**src/rtl/note_sequencer.sv**
```systemverilog
// note_sequencer
//   Plays a small melody stored in NUM_NOTES slot registers. Each slot holds
//   {half_period[30:10], duration_ms[9:0]}. For every slot the sequencer loads
//   the half-period onto `delay`, enables the downstream tone generator for
//   duration_ms milliseconds (half_period == 0 is a rest), then inserts a
//   silent gap of GAP_MS milliseconds before moving on to the next slot.
//
//   Parameters:
//     NUM_NOTES - number of melody slots (2..8)
//     TICK_DIV  - CLOCK_50 cycles per 1 ms tick
//     GAP_MS    - silent gap after each note, in ms (0 = no gap)
//
//   Ports:
//     CLOCK_50   in   sole clock, rising edge
//     reset      in   asynchronous active-high reset
//     start      in   begin playback from slot 0 (honoured only when idle)
//     stop       in   abort playback, back to idle, no done pulse
//     note_we    in   slot write strobe (honoured only when idle)
//     note_addr  in   slot index for write
//     note_data  in   {half_period, duration_ms}
//     delay      out  half-period count for the tone generator
//     tone_en    out  tone generator enable
//     note_idx   out  slot currently playing
//     busy       out  high whenever not idle
//     done       out  one-cycle pulse when the melody ends
//
//   Build option:
//     NOTE_SEQ_LOOP_EN - when defined, playback wraps from the last slot back
//                        to slot 0 (done still pulses on each wrap) until stop
//                        or reset.
module note_sequencer #(
  parameter int NUM_NOTES = 8,
  parameter int TICK_DIV  = 50000,
  parameter int GAP_MS    = 20
) (
  input  logic        CLOCK_50,
  input  logic        reset,
  input  logic        start,
  input  logic        stop,
  input  logic        note_we,
  input  logic [2:0]  note_addr,
  input  logic [30:0] note_data,
  output logic [20:0] delay,
  output logic        tone_en,
  output logic [2:0]  note_idx,
  output logic        busy,
  output logic        done
);

  localparam logic [2:0] S_IDLE = 3'd0;
  localparam logic [2:0] S_LOAD = 3'd1;
  localparam logic [2:0] S_PLAY = 3'd2;
  localparam logic [2:0] S_GAP  = 3'd3;
  localparam logic [2:0] S_DONE = 3'd4;

  localparam int                 TICK_W    = (TICK_DIV > 1) ? $clog2(TICK_DIV) : 1;
  localparam logic [TICK_W-1:0]  TICK_LAST = TICK_W'(TICK_DIV - 1);
  localparam logic [9:0]         GAP_LAST  = 10'(GAP_MS - 1);
  localparam logic [2:0]         LAST_IDX  = 3'(NUM_NOTES - 1);
  localparam logic [3:0]         NUM_SLOTS = 4'(NUM_NOTES);

  // Storage is always 8 deep so the 3-bit index never runs off the array;
  // slots at or above NUM_NOTES are never written and stay at zero.
  logic [30:0]       slot_q [0:7];

  logic [2:0]        state_q, state_d;
  logic [2:0]        idx_q, idx_d;
  logic [20:0]       delay_q, delay_d;
  logic [9:0]        dur_q, dur_d;
  logic [TICK_W-1:0] tick_q, tick_d;
  logic [9:0]        ms_q, ms_d;
  logic              tone_q, tone_d;
  logic              done_q, done_d;

  logic [30:0]       cur_slot;
  logic              advance;
  logic              slot_wr;

  assign cur_slot = slot_q[idx_q];
  assign slot_wr  = note_we && (state_q == S_IDLE) && ({1'b0, note_addr} < NUM_SLOTS);

  always_comb begin
    state_d = state_q;
    idx_d   = idx_q;
    delay_d = delay_q;
    dur_d   = dur_q;
    tick_d  = tick_q;
    ms_d    = ms_q;
    tone_d  = tone_q;
    done_d  = 1'b0;
    advance = 1'b0;

    case (state_q)
      S_IDLE: begin
        if (start && !stop) begin
          state_d = S_LOAD;
          idx_d   = '0;
        end
      end
      S_LOAD: begin
        delay_d = cur_slot[30:10];
        dur_d   = cur_slot[9:0];
        tick_d  = '0;
        ms_d    = '0;
        if (cur_slot[9:0] == 10'd0) begin
          advance = 1'b1;
        end else begin
          state_d = S_PLAY;
          tone_d  = |cur_slot[30:10];
        end
      end
      S_PLAY: begin
        if (tick_q == TICK_LAST) begin
          tick_d = '0;
          if (ms_q == dur_q - 10'd1) begin
            ms_d   = '0;
            tone_d = 1'b0;
            if (GAP_MS == 0) advance = 1'b1;
            else             state_d = S_GAP;
          end else begin
            ms_d = ms_q + 10'd1;
          end
        end else begin
          tick_d = tick_q + 1'b1;
        end
      end
      S_GAP: begin
        if (tick_q == TICK_LAST) begin
          tick_d = '0;
          if (ms_q == GAP_LAST) begin
            ms_d    = '0;
            advance = 1'b1;
          end else begin
            ms_d = ms_q + 10'd1;
          end
        end else begin
          tick_d = tick_q + 1'b1;
        end
      end
      S_DONE: begin
        state_d = S_IDLE;
        tone_d  = 1'b0;
      end
      default: begin
        state_d = S_IDLE;
        tone_d  = 1'b0;
      end
    endcase

    // Shared next-slot decision, reached from LOAD (zero duration),
    // PLAY (no gap configured) or GAP.
    if (advance) begin
      tone_d = 1'b0;
      if (idx_q < LAST_IDX) begin
        idx_d   = idx_q + 3'd1;
        state_d = S_LOAD;
      end else begin
`ifdef NOTE_SEQ_LOOP_EN
        idx_d   = '0;
        state_d = S_LOAD;
        done_d  = 1'b1;
`else
        state_d = S_DONE;
        done_d  = 1'b1;
`endif
      end
    end

    if (stop && (state_q != S_IDLE)) begin
      state_d = S_IDLE;
      tone_d  = 1'b0;
      done_d  = 1'b0;
    end
  end

  always_ff @(posedge CLOCK_50 or posedge reset) begin
    if (reset) begin
      state_q <= S_IDLE;
      idx_q   <= '0;
      delay_q <= '0;
      dur_q   <= '0;
      tick_q  <= '0;
      ms_q    <= '0;
      tone_q  <= 1'b0;
      done_q  <= 1'b0;
    end else begin
      state_q <= state_d;
      idx_q   <= idx_d;
      delay_q <= delay_d;
      dur_q   <= dur_d;
      tick_q  <= tick_d;
      ms_q    <= ms_d;
      tone_q  <= tone_d;
      done_q  <= done_d;
    end
  end

  always_ff @(posedge CLOCK_50 or posedge reset) begin
    if (reset) begin
      for (int unsigned i = 0; i < 8; i++) slot_q[i] <= '0;
    end else if (slot_wr) begin
      slot_q[note_addr] <= note_data;
    end
  end

  assign delay    = delay_q;
  assign tone_en  = tone_q;
  assign note_idx = idx_q;
  assign busy     = (state_q != S_IDLE);
  assign done     = done_q;

endmodule

```
**config.mk**
```make
export PLATFORM = sky130hd
export DESIGN_NAME = note_sequencer
export DESIGN_NICKNAME = d
export VERILOG_FILES = /design/src/rtl/note_sequencer.sv
export SDC_FILE = /design/constraint.sdc
export NUM_CORES = 1
export LEC_CHECK = 0
export CORE_MARGIN = 3
export CORE_UTILIZATION = 61
export CTS_CLUSTER_SIZE = 14
export DETAILED_ROUTE_END_ITERATION = 8
export PLACE_DENSITY = 0.79
export SYNTH_ARGS = -nofsm -noshare
export SYNTH_HDL_FRONTEND = slang
export SYNTH_SLANG_ARGS = --single-unit
```
**constraint.sdc**
```tcl
create_clock -name CLOCK_50 -period 15.34 [get_ports CLOCK_50]
set_input_delay 4.602 -clock CLOCK_50 [delete_from_list [all_inputs] [get_ports CLOCK_50]]
set_output_delay 4.602 -clock CLOCK_50 [all_outputs]
set_load 0.02 [all_outputs]
```
# --- Word-level counts from Yosys, hierarchy flattened ---
# Index checks and enable logic that the tools add are counted.
# W data, S select, Z words.
op_classes:
  addsub: 4
  mul: 0
  div_mod_pow: 0
  order_cmp: 4
  n_eq_ne: 14
  n_shift: 0
  muxes: 38
  bitwise: 2
  reduce_logical: 16
ops:
  columns: ["operator", "count"]
  rows:
  - ["$bwmux W248", 1]
  - ["$bmux W31 S3", 1]
  - ["$demux W31 S3", 1]
  - ["$mux W31", 3]
  - ["$mux W10", 4]
  - ["$mux W3", 11]
  - ["$pmux W16 S2", 1]
  - ["$pmux W10 S3", 1]
  - ["$reduce_or A21 Y1", 1]
  - ["$add A16 B1 Y16 const B", 1]
  - ["$eq A16 B16 Y1 const B", 1]
  - ["$mux W16", 1]
  - ["$ne A4 B4 Y1 const B", 3]
  - ["$pmux W3 S4", 1]
  - ["$mux W1", 11]
  - ["$add A10 B1 Y10 const B", 1]
  - ["$eq A10 B10 Y1", 1]
  - ["$eq A10 B5 Y1 const B", 1]
  - ["$logic_not A10 Y1", 1]
  - ["$sub A10 B1 Y10 const B", 1]
  - ["$ge A4 B4 Y1 const B", 2]
  - ["$not A3 Y4", 2]
  - ["$eq A3 B2 Y1 const B", 2]
  - ["$reduce_bool A3 Y1", 2]
  - ["18 further kinds", 23]
word_totals:
  register_bits: 313
  latch_bits: 0
  mem_bits_rw: 0
  rom_bits: 0
  in_bits: 39
  output_inout_bits: 27
  word_cells: 94
  memories: 0

# --- Logic depth before layout (Yosys ltp) ---
depth:
  word_depth: 9
  depth_mapped: 12
  depth_no_buf: 9

# --- Worst setup path before layout ---
# No wires, ideal clock.
synth_path:
  path_kind: "input to register"
  startpoint: "in note_addr[0]"
  endpoint: "reg slot_q[217] (netlist bit)"
  setup_ps: 125
  arrival_ps: 5811
  required_ps: 15215
  setup_slack_ps: 9405
  cell_stages: 4
  path_buffers: 1
  path_cell_list: "nand3b_1 nor3_1 clkbuf_1 mux2_2"
synth_via:
  elab_chain_cells: 6
  elab_cells_between_ends: 7
  classes_between: "order compare (2); mux (3); bitwise (1); reduce/logical (1)"
synth_rtl:
  columns: ["item", "line_no", "source"]
  rows:
  - ["start, declared", "41", "input logic [2:0] note_addr,"]
  - ["$not A3 Y4 (implied by the code) *", "202", "slot_q[note_addr] <= note_data;"]
  - ["$ge A4 B4 Y1 (implied by the code) or $lt A4 B1 Y1 (tied branches)", "202", null]
  - ["$logic_and A1 B1 Y1 (implied by the code)", "202", null]
  - ["$mux W31 (implied by the code)", "202", null]
  - ["$demux W31 S3 *", "202", null]
  - ["$bwmux W248 *", "202", null]
  - ["end signal, assigned by index", "202", null]
  - ["end, declared", "64", "logic [30:0] slot_q [0:7];"]
# Every way passes the cells marked *; elsewhere a longest branch is shown, timed or not.
# A chain may end at the register's enable or synchronous reset.

# --- Worst setup path after layout ---
layout_path:
  startpoint: "reg state_q[0]"
  endpoint: "out busy"
layout_via:
  elab_chain_cells: 1
layout_rtl:
  columns: ["item", "line_no", "source"]
  rows:
  - ["start, declared", "66", "logic [2:0] state_q, state_d;"]
  - ["start signal, assigned", "187", "state_q <= state_d;"]
  - ["$reduce_bool A3 Y1", "209", "assign busy = (state_q != S_IDLE);"]
  - ["end, declared", "46", "output logic busy,"]
# No other way between the ends.

==> results_dict.tcl <==
set metrics [dict create \
    maxSlewViolCount 0 \
    final_cell_mix "dfrtp_1 (310), mux2_2 (251), nand2_1 (80), clkdlybuf4s50_1 (65), o21ai_0 (60)" \
    syn_nets 1133 \
    hold_path_class "flip-flop to flip-flop" \
    grt.busiest_layer "met2" \
    peakVddDrop_mv 0.104 \
    drt_iter0_markers 703 \
    synth.avg_cell_area_um2 13.4 \
    num_antenna_cells 0 \
    clock_path_buffers 3 \
    portBuffers 65 \
    overflow 0 \
    htree_levels 2 \
    yosys.area_share.simple_pct 7.79 \
    initial_core_util_pct 62.1 \
    synth_top_family_by_area "multiplexers" \
    row_count 56 \
    insertion_delay_ns 0.51 \
    cts.clk_slew.worst_paths_ns 0.06 \
    final_common_cell "dfrtp_1" \
    ys_seq_elements 313 \
    grt_pass1_vias 9523 \
    slowest_delay_ns 0.68 \
    met2_usage_pct 40.8 \
    drive_gt1_share_pct 33.0 \
    syn_inst 1090 \
    dp.final_hpwl_um 18600 \
    end_kind "primary output" \
    rsz0062_at_grt "no" \
    crit_required_ns 10.74 \
    postRouteAntennaNets 0 \
    grtUsageMet3_pct 3.89 \
    synth_top_area_share_pct 53.6 \
    cts_setup_buffers 0 \
    first_pass_iters 5 \
    cts_buffers 34 \
    min_period_ns 7.08 \
    grt_use_met1_pct 35.0 \
    ys.flop_type "dfrtp_1" \
    startpoint_type "flip-flop" \
    slew_headroom_pct 25.3 \
    num_vias 9153 \
    cts.repair.resized 0 \
    arrival_ns 2.48 \
    setup_viol 0 \
    drc 0 \
    worstMarginPinSlew_ns 1.12 \
    gp_congestion 0.816 \
    viasPerCell 6.18 \
    fin_setup_tns_ns 0 \
    grt_pass1_wl_um 51400 \
    grt_usage_pct 24.9 \
    hold_depth 2 \
    powerDensity_nw_per_um2 170 \
    core_area_um2 23500 \
    synth_edf_count 0 \
    cts.sinks 313 \
    hold_viol 0 \
    yosys.area.top_type "dfrtp_1" \
    ff2ff_setup_slack_ns 11.62 \
    max_freq_ghz 0.141 \
    wl_um 31600 \
    cts_tree "built" \
    synth_compound_area_share_pct 4.90 \
    reg2reg_depth 8 \
    total_power_w 0.00284 \
    die_area_um2 25900 \
    hold_buffers 0 \
    synth_xor_area_share_pct 1.02 \
    antenna_found_initial 1 \
    max_cap_viol_count 0 \
    syn_area_um2 14600 \
    io_pins 66 \
    synthAdderAreaFrac_pct 0.342 \
    ys_warn_count 0 \
    status "finished clean" \
    crit_path_top_delay_cell "nor3_1" \
    leakagePower_nw 6.88 \
    die_h_um 161 \
    root_buffer "clkbuf_16" \
    nets 1181 \
    synth_area_leaders "dfrtp_1 (54%), mux2_2 (19%), mux4_2 (6.8%)" \
    yosysSeqAreaShare_pct 53.6 \
    grt_max_degree 200 \
    ys_async_sr_fraction_pct 100 \
    synth_mux_area_share_pct 30.1 \
    area_delta_synth_final_pct 14.1 \
    crit_type "flip-flop to primary output" \
    synthDistinctLibCells 64 \
    fin_skew_ns 0.0137 \
    critical_path_peak_fanout 10 \
    die_w_um 161 \
    post-route-period-util_pct 46.2 \
    crit_chain "nor3_1, inv_1, clkdlybuf4s50_1" \
    wl_per_cell_um 21.4 \
]
==> path summary, 6_finish.rpt <==
kind | to | startpoint
max | busy | state_q[0]
min in group asynchronous | tick_q[6] | reset
max reg2reg | note_idx[2] | note_idx[2]
max in group asynchronous | note_idx[2] | reset
min reg2reg | delay[16] | delay[16]
min | delay[16] | delay[16]
==> per-layer routing <==
layer / share of wire, % / up-vias
met5: 0.054 / -
met4: 2.4 / 2
met3: 4.5 / 57
met2: 49 / 215
met1: 44 / 4765
li1: - / 4114
==> critical path: cells and delay by family (launching register included) <==
kind                   cells  cell delay, ns
flip-flops                 1            0.48
AND/OR/NAND/NOR            1            0.68
buffers and inverters      2            0.82
==> kinds of logic (layout without fill, tap and decap cells) <==
| kind of cell | Yosys count | in the layout |
|---|---|---|
| xor+xnor | 17 | 17 |
| fa+ha+maj | 4 | 4 |
| mux | 348 | 348 |
| simple gates | 221 | 221 |
| compound gates | 113 | 113 |
| buf+inv | 74 | 146 |
| flops | 313 | 313 |
==> area by class of cell <==
class	instances	area (µm²)
Clock inverter	14	199
Tap cell	319	399
Multi-Input combinational cell	703	6480
Clock buffer	46	977
Sequential cell	313	7840
Fill cell	1634	6850
Timing Repair Buffer	76	746
Inverter	10	45.0
==> metrics by stage <==
step / utilization (%) / area [µm²] / hold WS (ns) / worst slack, ns / instances
final: 70.9 / 16700 / 0.487 / 8.26 / 1481
after global routing: 70.9 / 16700 / 0.506 / 8.16 / 1481
after CTS: 70.9 / 16700 / 0.489 / 8.25 / 1481
after detailed placement: 65.9 / 15500 / 0.471 / 8.49 / 1421
after global placement: 65.9 / 15500 / 0.461 / 8.50 / 1421
after floorplan: - / 14600 / 0.465 / 2.08 / 1090
==> power breakdown <==
part	total (W)	switching [W]	leakage, nW	internal (W)
clock network	0.000849	0.000318	0.587	0.000531
logic	0.000712	0.000312	2.44	0.000399
registers	0.00128	0.000165	3.86	0.00111
total	0.00284	0.000796	6.88	0.00204
==> synth_stat cells, types with 9 or more instances <==
master    count
buf_2        21
nor2_1       34
mux2i_1      50
nand2b_1      9
dfrtp_1     313
o21ai_0      60
nand4_1       9
nor3_1       15
mux2_2      251
mux4_2       44
buf_1        11
nand3_1      13
and3_1       11
nand2_1      81
inv_1        10
xor2_1        9
clkbuf_1     24
==> registers in the layout, indices dropped and copies added, names as in the netlist <==
signal,count
note_idx,3
ms_q,10
state_q,3
dur_q,10
delay,21
done,1
slot_q,248
tick_q,16
tone_en,1
Power figures use the tool's default switching activity.
